## src/rtl/mem_access_stage.sv

```systemverilog
// Memory-access stage: aligns stores and extends loads over a req/gnt/rvalid data bus, and flags faults.
// Latency: 1 cycle for pass-through and fault ops; 2 or more for stores; 3 or more for loads.
// Backpressure: in_ready is high only in IDLE; the bus stalls via mem_gnt/mem_rvalid, bounded by TIMEOUT_CYCLES.
module mem_access_stage #(
    parameter int unsigned TIMEOUT_CYCLES = 255
) (
    input  logic        clk,
    input  logic        rst_n,
    input  logic        in_valid,
    output logic        in_ready,
    input  logic [31:0] in_ALUResult,
    input  logic [31:0] in_WriteData,
    input  logic [2:0]  in_funct3,
    input  logic        in_MemRead,
    input  logic        in_MemWrite,
    input  logic [4:0]  in_rd,
    input  logic        in_RegWrite,
    output logic        mem_req,
    output logic        mem_we,
    output logic [31:0] mem_addr,
    output logic [31:0] mem_wdata,
    output logic [3:0]  mem_be,
    input  logic        mem_gnt,
    input  logic        mem_rvalid,
    input  logic [31:0] mem_rdata,
    output logic        out_valid,
    output logic [31:0] out_result,
    output logic [4:0]  out_rd,
    output logic        out_RegWrite,
    output logic        out_fault
);

    localparam int CNT_RAW = $clog2(TIMEOUT_CYCLES + 1);
    localparam int CNT_W   = (CNT_RAW > 8) ? CNT_RAW : 8;
    localparam bit TO_EN   = (TIMEOUT_CYCLES != 0);
    localparam int unsigned TO_LAST = (TIMEOUT_CYCLES == 0) ? 0 : TIMEOUT_CYCLES - 1;
    localparam logic [CNT_W-1:0] CNT_ONE  = CNT_W'(1);
    localparam logic [CNT_W-1:0] CNT_LAST = CNT_W'(TO_LAST);

    typedef enum logic [1:0] {
        S_IDLE = 2'd0,
        S_REQ  = 2'd1,
        S_RESP = 2'd2
    } state_e;

    state_e            state_q, state_d;
    logic [CNT_W-1:0]  cnt_q, cnt_d;

    // Latched instruction fields for the bus transaction in flight.
    logic [1:0]  addr_lo_q, addr_lo_d;
    logic [2:0]  funct3_q, funct3_d;
    logic [4:0]  rd_q, rd_d;
    logic        regwrite_q, regwrite_d;

    // Registered bus request fields and writeback outputs.
    logic        mem_we_q, mem_we_d;
    logic [31:0] mem_addr_q, mem_addr_d;
    logic [31:0] mem_wdata_q, mem_wdata_d;
    logic [3:0]  mem_be_q, mem_be_d;
    logic        out_valid_q, out_valid_d;
    logic [31:0] out_result_q, out_result_d;
    logic [4:0]  out_rd_q, out_rd_d;
    logic        out_regwrite_q, out_regwrite_d;
    logic        out_fault_q, out_fault_d;

    logic        accept;
    logic        mem_op;
    logic        f3_illegal;
    logic        misaligned;
    logic        acc_fault;
    logic [3:0]  be_calc;
    logic [31:0] wdata_calc;
    logic [31:0] rdata_shifted;
    logic [31:0] load_value;
    logic        timed_out;

    assign in_ready = (state_q == S_IDLE);
    assign accept   = in_valid & in_ready;
    assign mem_op   = in_MemRead | in_MemWrite;
    assign timed_out = TO_EN && (cnt_q == CNT_LAST);

    // Decode funct3 legality, alignment and lane placement of the incoming instruction.
    always_comb begin
        f3_illegal = 1'b0;
        misaligned = 1'b0;
        be_calc    = 4'b1111;
        wdata_calc = in_WriteData;
        case (in_funct3)
            3'b000, 3'b001, 3'b010: f3_illegal = 1'b0;
            3'b100, 3'b101:         f3_illegal = in_MemWrite;
            default:                f3_illegal = 1'b1;
        endcase
        case (in_funct3[1:0])
            2'b00: begin
                be_calc    = 4'b0001 << in_ALUResult[1:0];
                wdata_calc = {4{in_WriteData[7:0]}};
            end
            2'b01: begin
                misaligned = in_ALUResult[0];
                be_calc    = 4'b0011 << in_ALUResult[1:0];
                wdata_calc = {2{in_WriteData[15:0]}};
            end
            default: begin
                misaligned = (in_ALUResult[1:0] != 2'b00);
                be_calc    = 4'b1111;
                wdata_calc = in_WriteData;
            end
        endcase
    end

    assign acc_fault = mem_op & (f3_illegal | misaligned);

    // Pick the addressed lane of the returned word and sign- or zero-extend it.
    always_comb begin
        rdata_shifted = mem_rdata >> {addr_lo_q, 3'b000};
        case (funct3_q)
            3'b000:  load_value = {{24{rdata_shifted[7]}}, rdata_shifted[7:0]};
            3'b100:  load_value = {24'h000000, rdata_shifted[7:0]};
            3'b001:  load_value = {{16{rdata_shifted[15]}}, rdata_shifted[15:0]};
            3'b101:  load_value = {16'h0000, rdata_shifted[15:0]};
            default: load_value = mem_rdata;
        endcase
    end

    // Next-state and output logic for the IDLE/REQ/RESP handshake.
    always_comb begin
        state_d        = state_q;
        cnt_d          = cnt_q;
        addr_lo_d      = addr_lo_q;
        funct3_d       = funct3_q;
        rd_d           = rd_q;
        regwrite_d     = regwrite_q;
        mem_we_d       = mem_we_q;
        mem_addr_d     = mem_addr_q;
        mem_wdata_d    = mem_wdata_q;
        mem_be_d       = mem_be_q;
        out_valid_d    = 1'b0;
        out_fault_d    = 1'b0;
        out_result_d   = out_result_q;
        out_rd_d       = out_rd_q;
        out_regwrite_d = out_regwrite_q;

        case (state_q)
            S_IDLE: begin
                if (accept) begin
                    if (!mem_op) begin
                        out_valid_d    = 1'b1;
                        out_result_d   = in_ALUResult;
                        out_rd_d       = in_rd;
                        out_regwrite_d = in_RegWrite;
                    end else if (acc_fault) begin
                        out_valid_d    = 1'b1;
                        out_fault_d    = 1'b1;
                        out_result_d   = in_ALUResult;
                        out_rd_d       = in_rd;
                        out_regwrite_d = 1'b0;
                    end else begin
                        state_d     = S_REQ;
                        cnt_d       = '0;
                        addr_lo_d   = in_ALUResult[1:0];
                        funct3_d    = in_funct3;
                        rd_d        = in_rd;
                        regwrite_d  = in_RegWrite;
                        mem_we_d    = in_MemWrite;
                        mem_addr_d  = {in_ALUResult[31:2], 2'b00};
                        mem_wdata_d = wdata_calc;
                        mem_be_d    = be_calc;
                    end
                end
            end
            S_REQ: begin
                cnt_d = cnt_q + CNT_ONE;
                if (mem_gnt) begin
                    if (mem_we_q) begin
                        state_d        = S_IDLE;
                        out_valid_d    = 1'b1;
                        out_rd_d       = rd_q;
                        out_regwrite_d = 1'b0;
                    end else begin
                        state_d = S_RESP;
                        cnt_d   = '0;
                    end
                end else if (timed_out) begin
                    state_d        = S_IDLE;
                    out_valid_d    = 1'b1;
                    out_fault_d    = 1'b1;
                    out_rd_d       = rd_q;
                    out_regwrite_d = 1'b0;
                end
            end
            S_RESP: begin
                cnt_d = cnt_q + CNT_ONE;
                if (mem_rvalid) begin
                    state_d        = S_IDLE;
                    out_valid_d    = 1'b1;
                    out_result_d   = load_value;
                    out_rd_d       = rd_q;
                    out_regwrite_d = regwrite_q;
                end else if (timed_out) begin
                    state_d        = S_IDLE;
                    out_valid_d    = 1'b1;
                    out_fault_d    = 1'b1;
                    out_rd_d       = rd_q;
                    out_regwrite_d = 1'b0;
                end
            end
            default: begin
                state_d = S_IDLE;
                cnt_d   = '0;
            end
        endcase

        // The counter only means something inside a transaction; keep it at zero in IDLE.
        if (state_d == S_IDLE) begin
            cnt_d = '0;
        end
    end

    // State and datapath registers with synchronous active-low reset.
    always_ff @(posedge clk) begin
        if (!rst_n) begin
            state_q        <= S_IDLE;
            cnt_q          <= '0;
            addr_lo_q      <= 2'b00;
            funct3_q       <= 3'b000;
            rd_q           <= 5'd0;
            regwrite_q     <= 1'b0;
            mem_we_q       <= 1'b0;
            mem_addr_q     <= 32'h0;
            mem_wdata_q    <= 32'h0;
            mem_be_q       <= 4'b0000;
            out_valid_q    <= 1'b0;
            out_result_q   <= 32'h0;
            out_rd_q       <= 5'd0;
            out_regwrite_q <= 1'b0;
            out_fault_q    <= 1'b0;
        end else begin
            state_q        <= state_d;
            cnt_q          <= cnt_d;
            addr_lo_q      <= addr_lo_d;
            funct3_q       <= funct3_d;
            rd_q           <= rd_d;
            regwrite_q     <= regwrite_d;
            mem_we_q       <= mem_we_d;
            mem_addr_q     <= mem_addr_d;
            mem_wdata_q    <= mem_wdata_d;
            mem_be_q       <= mem_be_d;
            out_valid_q    <= out_valid_d;
            out_result_q   <= out_result_d;
            out_rd_q       <= out_rd_d;
            out_regwrite_q <= out_regwrite_d;
            out_fault_q    <= out_fault_d;
        end
    end

    assign mem_req      = (state_q == S_REQ);
    assign mem_we       = mem_we_q;
    assign mem_addr     = mem_addr_q;
    assign mem_wdata    = mem_wdata_q;
    assign mem_be       = mem_be_q;
    assign out_valid    = out_valid_q;
    assign out_result   = out_result_q;
    assign out_rd       = out_rd_q;
    assign out_RegWrite = out_regwrite_q;
    assign out_fault    = out_fault_q;

endmodule

```

## config.mk

```make
export PLATFORM = sky130hd
export DESIGN_NAME = mem_access_stage
export DESIGN_NICKNAME = d
export VERILOG_FILES = /design/src/rtl/mem_access_stage.sv
export SDC_FILE = /design/constraint.sdc
export NUM_CORES = 1
export LEC_CHECK = 0
export CAP_MARGIN = 20
export CORE_MARGIN = 3
export CORE_UTILIZATION = 49
export DETAILED_ROUTE_END_ITERATION = 10
export PLACE_DENSITY = 0.84
export SYNTH_ARGS = -nofsm -noshare
export SYNTH_HDL_FRONTEND = slang
export SYNTH_SLANG_ARGS = --single-unit
```

## constraint.sdc

```tcl
create_clock -name clk -period 5.93 [get_ports clk]
set_input_delay 0.593 -clock clk [delete_from_list [all_inputs] [get_ports clk]]
set_output_delay 0.593 -clock clk [all_outputs]
set_load 0.02 [all_outputs]
```

==> flow_metrics.py, run 1 <==
metrics = {
    "run_status": {
        "status": "completed",
    },
    "layout": {
        "fin_cells": 1143,
        "multi_input_area_sq_um": 3520,
        "area_delta_synth_final_pct": 40.6,
        "regArea_sq_um": 2560,
        "antennaDiodeCount": 0,
        "drive_gt1_share_pct": 5.56,
        "nets": 1078,
        "nFillCells": 1032,
        "final_core_util_pct": 71.1,
    },
    "worst_setup_path": {
        "endpoint_kind": "flip-flop",
        "cp_max_fo": 72,
        "cp_top_family": "buffers and inverters",
        "cp.depth": 7,
        "cp_cell_sequence": "clkdlybuf4s50_1, a221oi_2, o21ai_2, nor2_4, buf_4, nand3_1, o211a_1",
        "cp.arrival_ps": 3710,
        "cp-start-kind": "input port",
        "reg2regPathDepth": 7,
        "crit_required_ps": 6240,
        "critPathMaxStageDelay_ps": 960,
        "worst-path-buf-inv": 2,
        "cpMaxStageDelayCell": "clkdlybuf4s50_1",
        "path_class": "in -> reg",
    },
    "routing": {
        "route.detailed.drc": 0,
        "routedWlPerCell_microns": 17.8,
        "via_per_inst": 5.72,
        "drt-initial-drc-count": 613,
        "finalWirelength_microns": 20400,
        "firstDrtPassIters": 7,
        "via_count": 6536,
        "antenna_left": 0,
    },
    "die": {
        "start_util_pct": 50.6,
        "rows": 41,
        "core_area_sq_um": 12800,
        "die_width_microns": 121,
        "fp.dieArea_sq_um": 14600,
        "die_y_microns": 121,
        "top_level_ports": 223,
    },
    "sta": {
        "hold_viol": 0,
        "maxSlewHeadroom_pct": 28.5,
        "setup_tns_ps": 0,
        "finClkSkew_ps": 6.27,
        "finalMaxSlewViolations": 0,
        "rsz0062_at_grt": "false",
        "worst_slew_pin_slew_ps": 1070,
        "period_needed_ps": 3400,
        "setup_violations": 0,
        "period_share_pct": 57.3,
        "max_freq_mhz": 294,
    },
    "yosys": {
        "synth_cells": 785,
        "ys_ff_latch": 128,
        "async_reset_ff_share_pct": 0,
        "syn_area_sq_um": 6460,
        "synth_top_area_share_pct": 39.7,
        "synth_top_area_cell": "dfxtp_1",
        "synth_top_flop_cell": "dfxtp_1",
        "postSynthAreaPerCell_sq_um": 8.23,
        "ys_top_cells_by_count": "nand2_1 (162), dfxtp_1 (128), o21ai_0 (54)",
        "synth_area_leaders": "dfxtp_1 (40%), nand2_1 (9.4%), a21boi_0 (5.1%)",
        "seq_area_frac_synth_pct": 39.7,
        "synth_most_common_cell": "nand2_1",
        "synth-edff-count": 0,
        "ys_types": 65,
        "yosys_warnings": 0,
    },
    "global_routing": {
        "antenna_found_initial": 0,
        "grtUsageMet3_pct": 10.1,
        "grt_max_degree": 112,
        "grt_use_total_pct": 27.9,
        "grt_most_used_layer": "met2",
        "use_met1_pct": 33.6,
        "grt-ovfl-total": 0,
        "grt_pass1_wl_microns": 32400,
        "grt_pass1_vias": 6211,
        "grt.met2_usage_pct": 44.7,
    },
    "power_and_ir_drop": {
        "clkPwrFrac_pct": 37.4,
        "p_sw_w": 0.000706,
        "power_density_nw_per_um2": 269,
        "power.total_w": 0.00244,
        "vdd_drop_max_mv": 0.181,
        "leakagePower_nw": 3.40,
        "combPwrFrac_pct": 23.1,
        "swShare_pct": 28.9,
        "intPower_w": 0.00173,
        "p_seq_share_pct": 39.5,
    },
    "clock_tree": {
        "cts_buffer_depth": 2,
        "htreeDepth": 4,
        "cts.clk_slew.worst_paths_ps": 60,
        "cts_root_buffer": "clkbuf_16",
        "cts_tree": "yes",
        "clock_latency_ps": 420,
        "ctsResizeCount": 0,
        "holdBufCountCts": 0,
        "cts_setup_buffers": 0,
        "cts_made_buffers": 17,
        "clock_sinks": 128,
    },
    "placement": {
        "dp.cells": 1111,
        "port_buffers": 220,
        "hpwl_microns": 14200,
        "globalplace.congestion": 0.919,
    },
    "hold_path": {
        "min_path_cells": 2,
        "hold_class": "reg -> reg",
    },
    "job": {
        "maxCapViolations": 0,
    },
}
area by class of cell:
type,count,area share [%]
Clock buffer,24,5.19
Tap cell,172,2.37
Clock inverter,7,0.413
Timing Repair Buffer,226,24.7
Sequential cell,128,28.2
Inverter,10,0.413
Multi-Input combinational cell,576,38.7
sequential cells by signal, summed over array words and instances (netlist names):
register,count
out_fault,1
rd_q,5
mem_wdata,32
addr_lo_q,2
out_valid,1
mem_we,1
mem_be,4
out_rd,5
state_q,2
regwrite_q,1
out_result,32
funct3_q,3
mem_addr,30
out_RegWrite,1
cnt_q,8
logic make-up after synthesis:
group                    after synthesis  synth area share [%]
XOR/XNOR                               5                 0.678
flip-flops                           128                  39.7
AND/OR/NAND/NOR                      268                  18.4
adder cells (fa/ha/maj)                7                  1.36
other                                  1                0.0581
multiplexers                          27                  4.44
AO/OA/AOI/OAI                        267                  29.3
buffers and inverters                 82                  6.10
worst min-delay path, stage by stage (launching register included):
cell and delay, ps:
dfxtp_1 310, nand2_1 50, a21boi_1 50
path summary, 6_finish.rpt:
path / from / endpoint / slack, ps
setup reg to reg: state_q[0]$_SDFF_PN0_ / cnt_q[4]$_SDFFE_PP0P_ / 2610
setup / recovery: in_funct3[0] / mem_wdata[9]$_SDFFE_PN0P_ / 2530
hold reg to reg: mem_addr[28]$_SDFFE_PN0P_ / mem_addr[28]$_SDFFE_PN0P_ / 450
hold / removal: mem_addr[28]$_SDFFE_PN0P_ / mem_addr[28]$_SDFFE_PN0P_ / 450
per-stage QoR:
stage	hold slack (ps)	cell area, sq um	setup slack [ps]
floorplan	444	6460	3720
global route	466	9080	2300
global placement	440	8570	2040
finish	453	9080	2530
CTS	454	9080	2240
detailed placement	447	8570	1970
routing by layer:
layer	wire length, microns	part of all wire (%)
met5	0	0
met4	752	3.7
met3	2070	10
met2	9420	46
met1	8140	40
power groups by stage:
stage | Clock [W] | Combinational (W) | Sequential, W
after floorplan | 0 | 0.000240 | 0.00104
after global placement | 0 | 0.000550 | 0.000979
final | 0.000913 | 0.000563 | 0.000964
after detailed placement | 0 | 0.000555 | 0.000981
after global routing | 0.000961 | 0.000604 | 0.000972
after CTS | 0.000923 | 0.000559 | 0.000964
cell usage in the layout (no fill, tap or decap), types with 4 or more instances in the layout:
master | netlist | routed
clkdlybuf4s50_1 | 0 | 219
nand2_1 | 162 | 162
dfxtp_1 | 128 | 128
o21ai_0 | 54 | 54
a21oi_1 | 51 | 51
a21boi_0 | 44 | 44
nor2_1 | 41 | 40
a31oi_1 | 23 | 23
mux2i_1 | 23 | 23
o211a_1 | 17 | 17
clkbuf_16 | 0 | 17
a22o_1 | 16 | 16
nand3_1 | 13 | 13
inv_1 | 10 | 10
nor3_1 | 10 | 10
and2_1 | 10 | 10
o221ai_1 | 8 | 8
o2bb2ai_1 | 7 | 7
nand2b_1 | 7 | 7
o2111a_1 | 6 | 6
a221o_1 | 6 | 6
a21boi_1 | 6 | 6
ha_1 | 7 | 6
clkinv_2 | 0 | 6
buf_4 | 3 | 6
xnor2_1 | 5 | 5
a32o_1 | 5 | 5
clkbuf_1 | 48 | 5
a21o_1 | 4 | 4
Power figures use the tool's default switching activity.
==> run 2: changes to the inputs <==
--- a/config.mk
+++ b/config.mk
@@ -7,9 +7,9 @@
 export LEC_CHECK = 0
 export CAP_MARGIN = 20
 export CORE_MARGIN = 3
-export CORE_UTILIZATION = 49
+export CORE_UTILIZATION = 41
 export DETAILED_ROUTE_END_ITERATION = 10
-export PLACE_DENSITY = 0.84
+export PLACE_DENSITY = 0.74
 export SYNTH_ARGS = -nofsm -noshare
 export SYNTH_HDL_FRONTEND = slang
 export SYNTH_SLANG_ARGS = --single-unit
==> constraint.sdc (replaced) <==
create_clock -name clk -period 3 [get_ports clk]
set_input_delay 0.3 -clock clk [delete_from_list [all_inputs] [get_ports clk]]
set_output_delay 0.3 -clock clk [all_outputs]
set_load 0.02 [all_outputs]
==> run 2 against run 1 <==
  * Register-to-register slack lost 1900 ps
  * Highest routed layer unchanged
  * Non-clock buffer count grew 12
  * Largest cell class unchanged
  * Clock skew shrank 1.6 ps
  * Flip-flop and latch count is the same
  * Critical path depth shrank 3
  * Combinational power grew 100%
  * Routed wire length grew 4.5%
==> flow_metrics.py, run 2 (synthesis results as in run 1) <==
metrics = {
    "routing": {
        "routedWlPerCell_microns": 17.9,
        "via_count": 6469,
        "via_per_inst": 5.43,
        "drt-initial-drc-count": 506,
        "route.detailed.drc": 0,
        "finalWirelength_microns": 21300,
        "firstDrtPassIters": 5,
        "antenna_left": 0,
    },
    "worst_setup_path": {
        "r2r_setup_slack_ps": 700,
        "cp_max_fo": 26,
        "endpoint_kind": "output port",
        "cp-start-kind": "flip-flop",
        "path_class": "reg -> out",
        "crit_required_ps": 2700,
        "cp.arrival_ps": 2100,
    },
    "sta": {
        "finClkSkew_ps": 4.62,
        "setup_tns_ps": 0,
        "max_freq_mhz": 416,
        "worst_slew_pin_slew_ps": 717,
        "setup_violations": 0,
        "finalMaxSlewViolations": 0,
        "hold_viol": 0,
        "rsz0062_at_grt": "false",
        "period_share_pct": 80.2,
        "period_needed_ps": 2400,
        "maxSlewHeadroom_pct": 52.2,
        "fin_hold_ws_ps": 363,
    },
    "power_and_ir_drop": {
        "clkPwrFrac_pct": 40.0,
        "leakagePower_nw": 3.50,
        "combPwrFrac_pct": 22.5,
        "power.total_w": 0.00506,
        "power_density_nw_per_um2": 543,
        "vdd_drop_max_mv": 0.383,
        "p_seq_share_pct": 37.5,
        "swShare_pct": 28.1,
        "intPower_w": 0.00364,
        "p_sw_w": 0.00142,
    },
    "die": {
        "die_width_microns": 132,
        "rows": 45,
        "start_util_pct": 42.2,
        "core_area_sq_um": 15300,
        "fp.dieArea_sq_um": 17300,
        "top_level_ports": 223,
        "die_y_microns": 132,
    },
    "placement": {
        "port_buffers": 220,
        "dpl_cell_area_sq_um": 8740,
        "globalplace.congestion": 0.910,
        "hpwl_microns": 15300,
    },
    "clock_tree": {
        "cts_buffer_depth": 2,
        "cts.clk_slew.worst_paths_ps": 60,
        "holdBufCountCts": 0,
        "cts_root_buffer": "clkbuf_16",
        "clock_latency_ps": 420,
        "cts_setup_buffers": 0,
        "cts_made_buffers": 17,
        "htreeDepth": 4,
        "clock_sinks": 128,
        "cts_tree": "yes",
        "ctsResizeCount": 0,
    },
    "hold_path": {
        "hold_class": "in -> reg",
    },
    "global_routing": {
        "grt_max_degree": 75,
        "grt-ovfl-total": 0,
        "antenna_found_initial": 0,
        "grt_pass1_vias": 6082,
        "grt_use_total_pct": 24.0,
        "grt_pass1_wl_microns": 33800,
    },
    "layout": {
        "nets": 1090,
        "drive_gt1_share_pct": 6.93,
        "mostFrequentLayoutCells": "clkdlybuf4s50_1 (219), nand2_1 (162), dfxtp_1 (128)",
        "stdcell_area_sq_um": 9320,
        "final_common_cell": "clkdlybuf4s50_1",
        "area_delta_synth_final_pct": 44.2,
        "antennaDiodeCount": 0,
    },
    "run_status": {
        "status": "completed",
    },
    "job": {
        "maxCapViolations": 0,
    },
}
-- run 2: per-stage QoR --
step | utilization, % | cells | setup WS (ps)
floorplan | - | 786 | 801
global placement | 57.1 | 1163 | 413
detailed placement | 57.1 | 1163 | 374
CTS | 60.8 | 1192 | 601
global route | 60.8 | 1192 | 497
finish | 60.8 | 1192 | 595
-- run 2: worst paths after layout --
| check | from | end | depth (start not counted) |
|---|---|---|---|
| setup / recovery | state_q[0]$_SDFF_PN0_ | in_ready | 4 |
| hold / removal | rst_n | mem_wdata[11]$_SDFFE_PN0P_ | 2 |
| setup reg to reg | state_q[1]$_SDFF_PN0_ | out_result[28]$_SDFFE_PN0P_ | 9 |
| hold reg to reg | mem_addr[29]$_SDFFE_PN0P_ | mem_addr[29]$_SDFFE_PN0P_ | 2 |
-- run 2: layer usage --
metal	track usage (%)	up-vias	wire [microns]
met5	0	-	0
met3	8.12	32	1980
met1	29.8	2998	8870
met2	39.2	275	10000
met4	7.82	0	445
li1	-	3164	-
-- run 2: layout make-up --
cell class | count | area [sq um]
timing repair buffer | 238 | 2360
fill | 1383 | 6000
clock inverter | 4 | 50.0
clock buffer | 25 | 526
sequential | 128 | 2560
inverter | 10 | 37.5
tap | 211 | 264
multi-input combinational | 576 | 3520
-- run 2: power groups by stage --
| stage | combinational, W | clock (W) | sequential (W) |
|---|---|---|---|
| floorplan | 0.000474 | 0 | 0.00206 |
| global placement | 0.00113 | 0 | 0.00193 |
| detailed placement | 0.00113 | 0 | 0.00193 |
| CTS | 0.00114 | 0.00205 | 0.00190 |
| global route | 0.00122 | 0.00212 | 0.00191 |
| finish | 0.00114 | 0.00202 | 0.00190 |
-- run 2: worst max-delay path, cell delays in order (launching register included) --
cell and delay, ps:
dfxtp_1 350, inv_1 150, ha_1 220, buf_4 310, clkdlybuf4s50_1 660
==> run 3: changes to the inputs <==
--- a/config.mk
+++ b/config.mk
@@ -7,9 +7,9 @@
 export LEC_CHECK = 0
 export CAP_MARGIN = 20
 export CORE_MARGIN = 3
-export CORE_UTILIZATION = 41
+export CORE_UTILIZATION = 46
 export DETAILED_ROUTE_END_ITERATION = 10
-export PLACE_DENSITY = 0.74
+export PLACE_DENSITY = 0.79
 export SYNTH_ARGS = -nofsm -noshare
 export SYNTH_HDL_FRONTEND = slang
 export SYNTH_SLANG_ARGS = --single-unit
==> constraint.sdc (replaced) <==
create_clock -name clk -period 2.3 [get_ports clk]
set_input_delay 0.23 -clock clk [delete_from_list [all_inputs] [get_ports clk]]
set_output_delay 0.23 -clock clk [all_outputs]
set_load 0.02 [all_outputs]
==> run 3 against run 2 <==
  * Critical path type unchanged
  * Hold slack lost 52 ps
  * Largest cell class unchanged
  * First-iteration DRC count increased by 18%
  * Global-route usage up 3.2 points
==> flow_metrics.py, run 3 (synthesis results as in run 1) <==
metrics = {
    "power_and_ir_drop": {
        "intPower_w": 0.00485,
        "power_density_nw_per_um2": 716,
        "clkPwrFrac_pct": 40.7,
        "combPwrFrac_pct": 22.6,
        "p_seq_share_pct": 36.7,
        "p_sw_w": 0.00190,
        "vdd_drop_max_mv": 0.509,
        "swShare_pct": 28.1,
        "leakagePower_nw": 3.59,
    },
    "layout": {
        "final_core_util_pct": 69.8,
        "nFillCells": 1107,
        "final_common_cell": "clkdlybuf4s50_1",
        "fin_cells": 1177,
        "nets": 1108,
        "drive_gt1_share_pct": 8.69,
        "antennaDiodeCount": 0,
        "area_delta_synth_final_pct": 45.9,
        "mostFrequentLayoutCells": "clkdlybuf4s50_1 (218), nand2_1 (162), dfxtp_1 (128)",
    },
    "sta": {
        "finalMaxSlewViolations": 0,
        "setup_tns_ps": 0,
        "period_share_pct": 91.4,
        "finClkSkew_ps": 11.5,
        "hold_viol": 0,
        "rsz0062_at_grt": "false",
        "setup_violations": 0,
        "maxSlewHeadroom_pct": 61.7,
        "max_freq_mhz": 476,
        "worst_slew_pin_slew_ps": 575,
        "period_needed_ps": 2100,
    },
    "clock_tree": {
        "cts.clk_slew.worst_paths_ps": 60,
        "cts_tree": "yes",
        "clock_latency_ps": 420,
        "cts_root_buffer": "clkbuf_16",
        "htreeDepth": 4,
        "cts_made_buffers": 17,
        "cts_buffer_depth": 2,
        "clock_sinks": 128,
        "cts_setup_buffers": 0,
    },
    "routing": {
        "firstDrtPassIters": 6,
        "route.detailed.drc": 0,
        "antenna_left": 0,
        "drt-initial-drc-count": 598,
        "via_per_inst": 5.66,
        "finalWirelength_microns": 21500,
        "routedWlPerCell_microns": 18.2,
        "via_count": 6665,
    },
    "global_routing": {
        "antenna_found_initial": 0,
        "grt-ovfl-total": 0,
        "grt_use_total_pct": 27.2,
        "grt_max_degree": 60,
        "grt_pass1_vias": 6435,
        "grt_pass1_wl_microns": 34300,
    },
    "placement": {
        "dp.cells": 1146,
        "globalplace.congestion": 0.912,
        "port_buffers": 220,
        "hpwl_microns": 15400,
    },
    "die": {
        "core_area_sq_um": 13500,
        "rows": 42,
        "die_width_microns": 125,
        "start_util_pct": 47.8,
        "top_level_ports": 223,
        "fp.dieArea_sq_um": 15500,
        "die_y_microns": 125,
    },
    "worst_setup_path": {
        "reg2regPathDepth": 8,
        "crit_required_ps": 2070,
        "endpoint_kind": "output port",
        "path_class": "reg -> out",
        "cp_max_fo": 6,
        "cp-start-kind": "flip-flop",
        "cp.arrival_ps": 1870,
    },
    "hold_path": {
        "min_path_cells": 3,
        "hold_class": "in -> reg",
    },
    "run_status": {
        "status": "completed",
    },
    "job": {
        "maxCapViolations": 0,
    },
}
-- run 3: cell types whose count changed in the layout (fill, tap and decap cells not counted), sizes merged, moves of 2 or more --
cell / before / now
buf: 19 / 37
bufinv: 1 / 3
clkbuf: 25 / 21
clkinv: 1 / 4
-- run 3: timing repair --
item	CTS	global route
resized for setup	1	0
hold buffers	0	0
setup endpoints to repair	1	0
-- run 3: power by group through the flow --
stage               clock network (W)  logic [W]  registers (W)
floorplan                           0   0.000618        0.00268
global placement                    0    0.00149        0.00251
detailed placement                  0    0.00151        0.00252
CTS                           0.00276    0.00152        0.00248
global route                  0.00286    0.00164        0.00249
finish                        0.00275    0.00152        0.00248
-- run 3: layout make-up --
class / instances / area (sq um) / area share (%)
Clock buffer: 21 / 460 / 4.88
Clock inverter: 10 / 136 / 1.45
Inverter: 10 / 37.5 / 0.398
Multi-Input combinational cell: 576 / 3520 / 37.3
Sequential cell: 128 / 2560 / 27.2
Tap cell: 176 / 220 / 2.34
Timing Repair Buffer: 256 / 2490 / 26.4
-- run 3: final timing paths --
path                            slack, ps                          to                       from
worst min register to register        460   mem_addr[18]$_SDFFE_PN0P_  mem_addr[18]$_SDFFE_PN0P_
worst max-delay path                  200                     mem_req      state_q[1]$_SDFF_PN0_
worst max register to register        230  out_result[4]$_SDFFE_PN0P_      state_q[0]$_SDFF_PN0_
worst min-delay path                  310   out_RegWrite$_SDFFE_PN0P_                      rst_n
-- run 3: stage by stage --
stage                     setup WS, ps  instance area (sq um)  power (W)  hold WS [ps]
after floorplan                    101                   6460    0.00330           365
final                              199                   9430    0.00675           311
after global placement            28.0                   8830    0.00401           442
after detailed placement         -10.1                   8830    0.00403           448
after CTS                          212                   9430    0.00676           295
after global routing              42.8                   9430    0.00698           316
-- run 3: critical path: stages, from the launching register on --
cell and delay, ps:
dfxtp_1 390, inv_1 120, ha_1 290, clkdlybuf4s50_1 650
-- run 3: metal layers --
layer  vias to the layer above  track usage, %  share of wire (%)
li1                       3204               -                  -
met1                      3122            32.9                 41
met2                       291            44.6                 47
met3                        48            8.75                8.6
met4                         0            11.3                3.4
met5                         -               0                  0
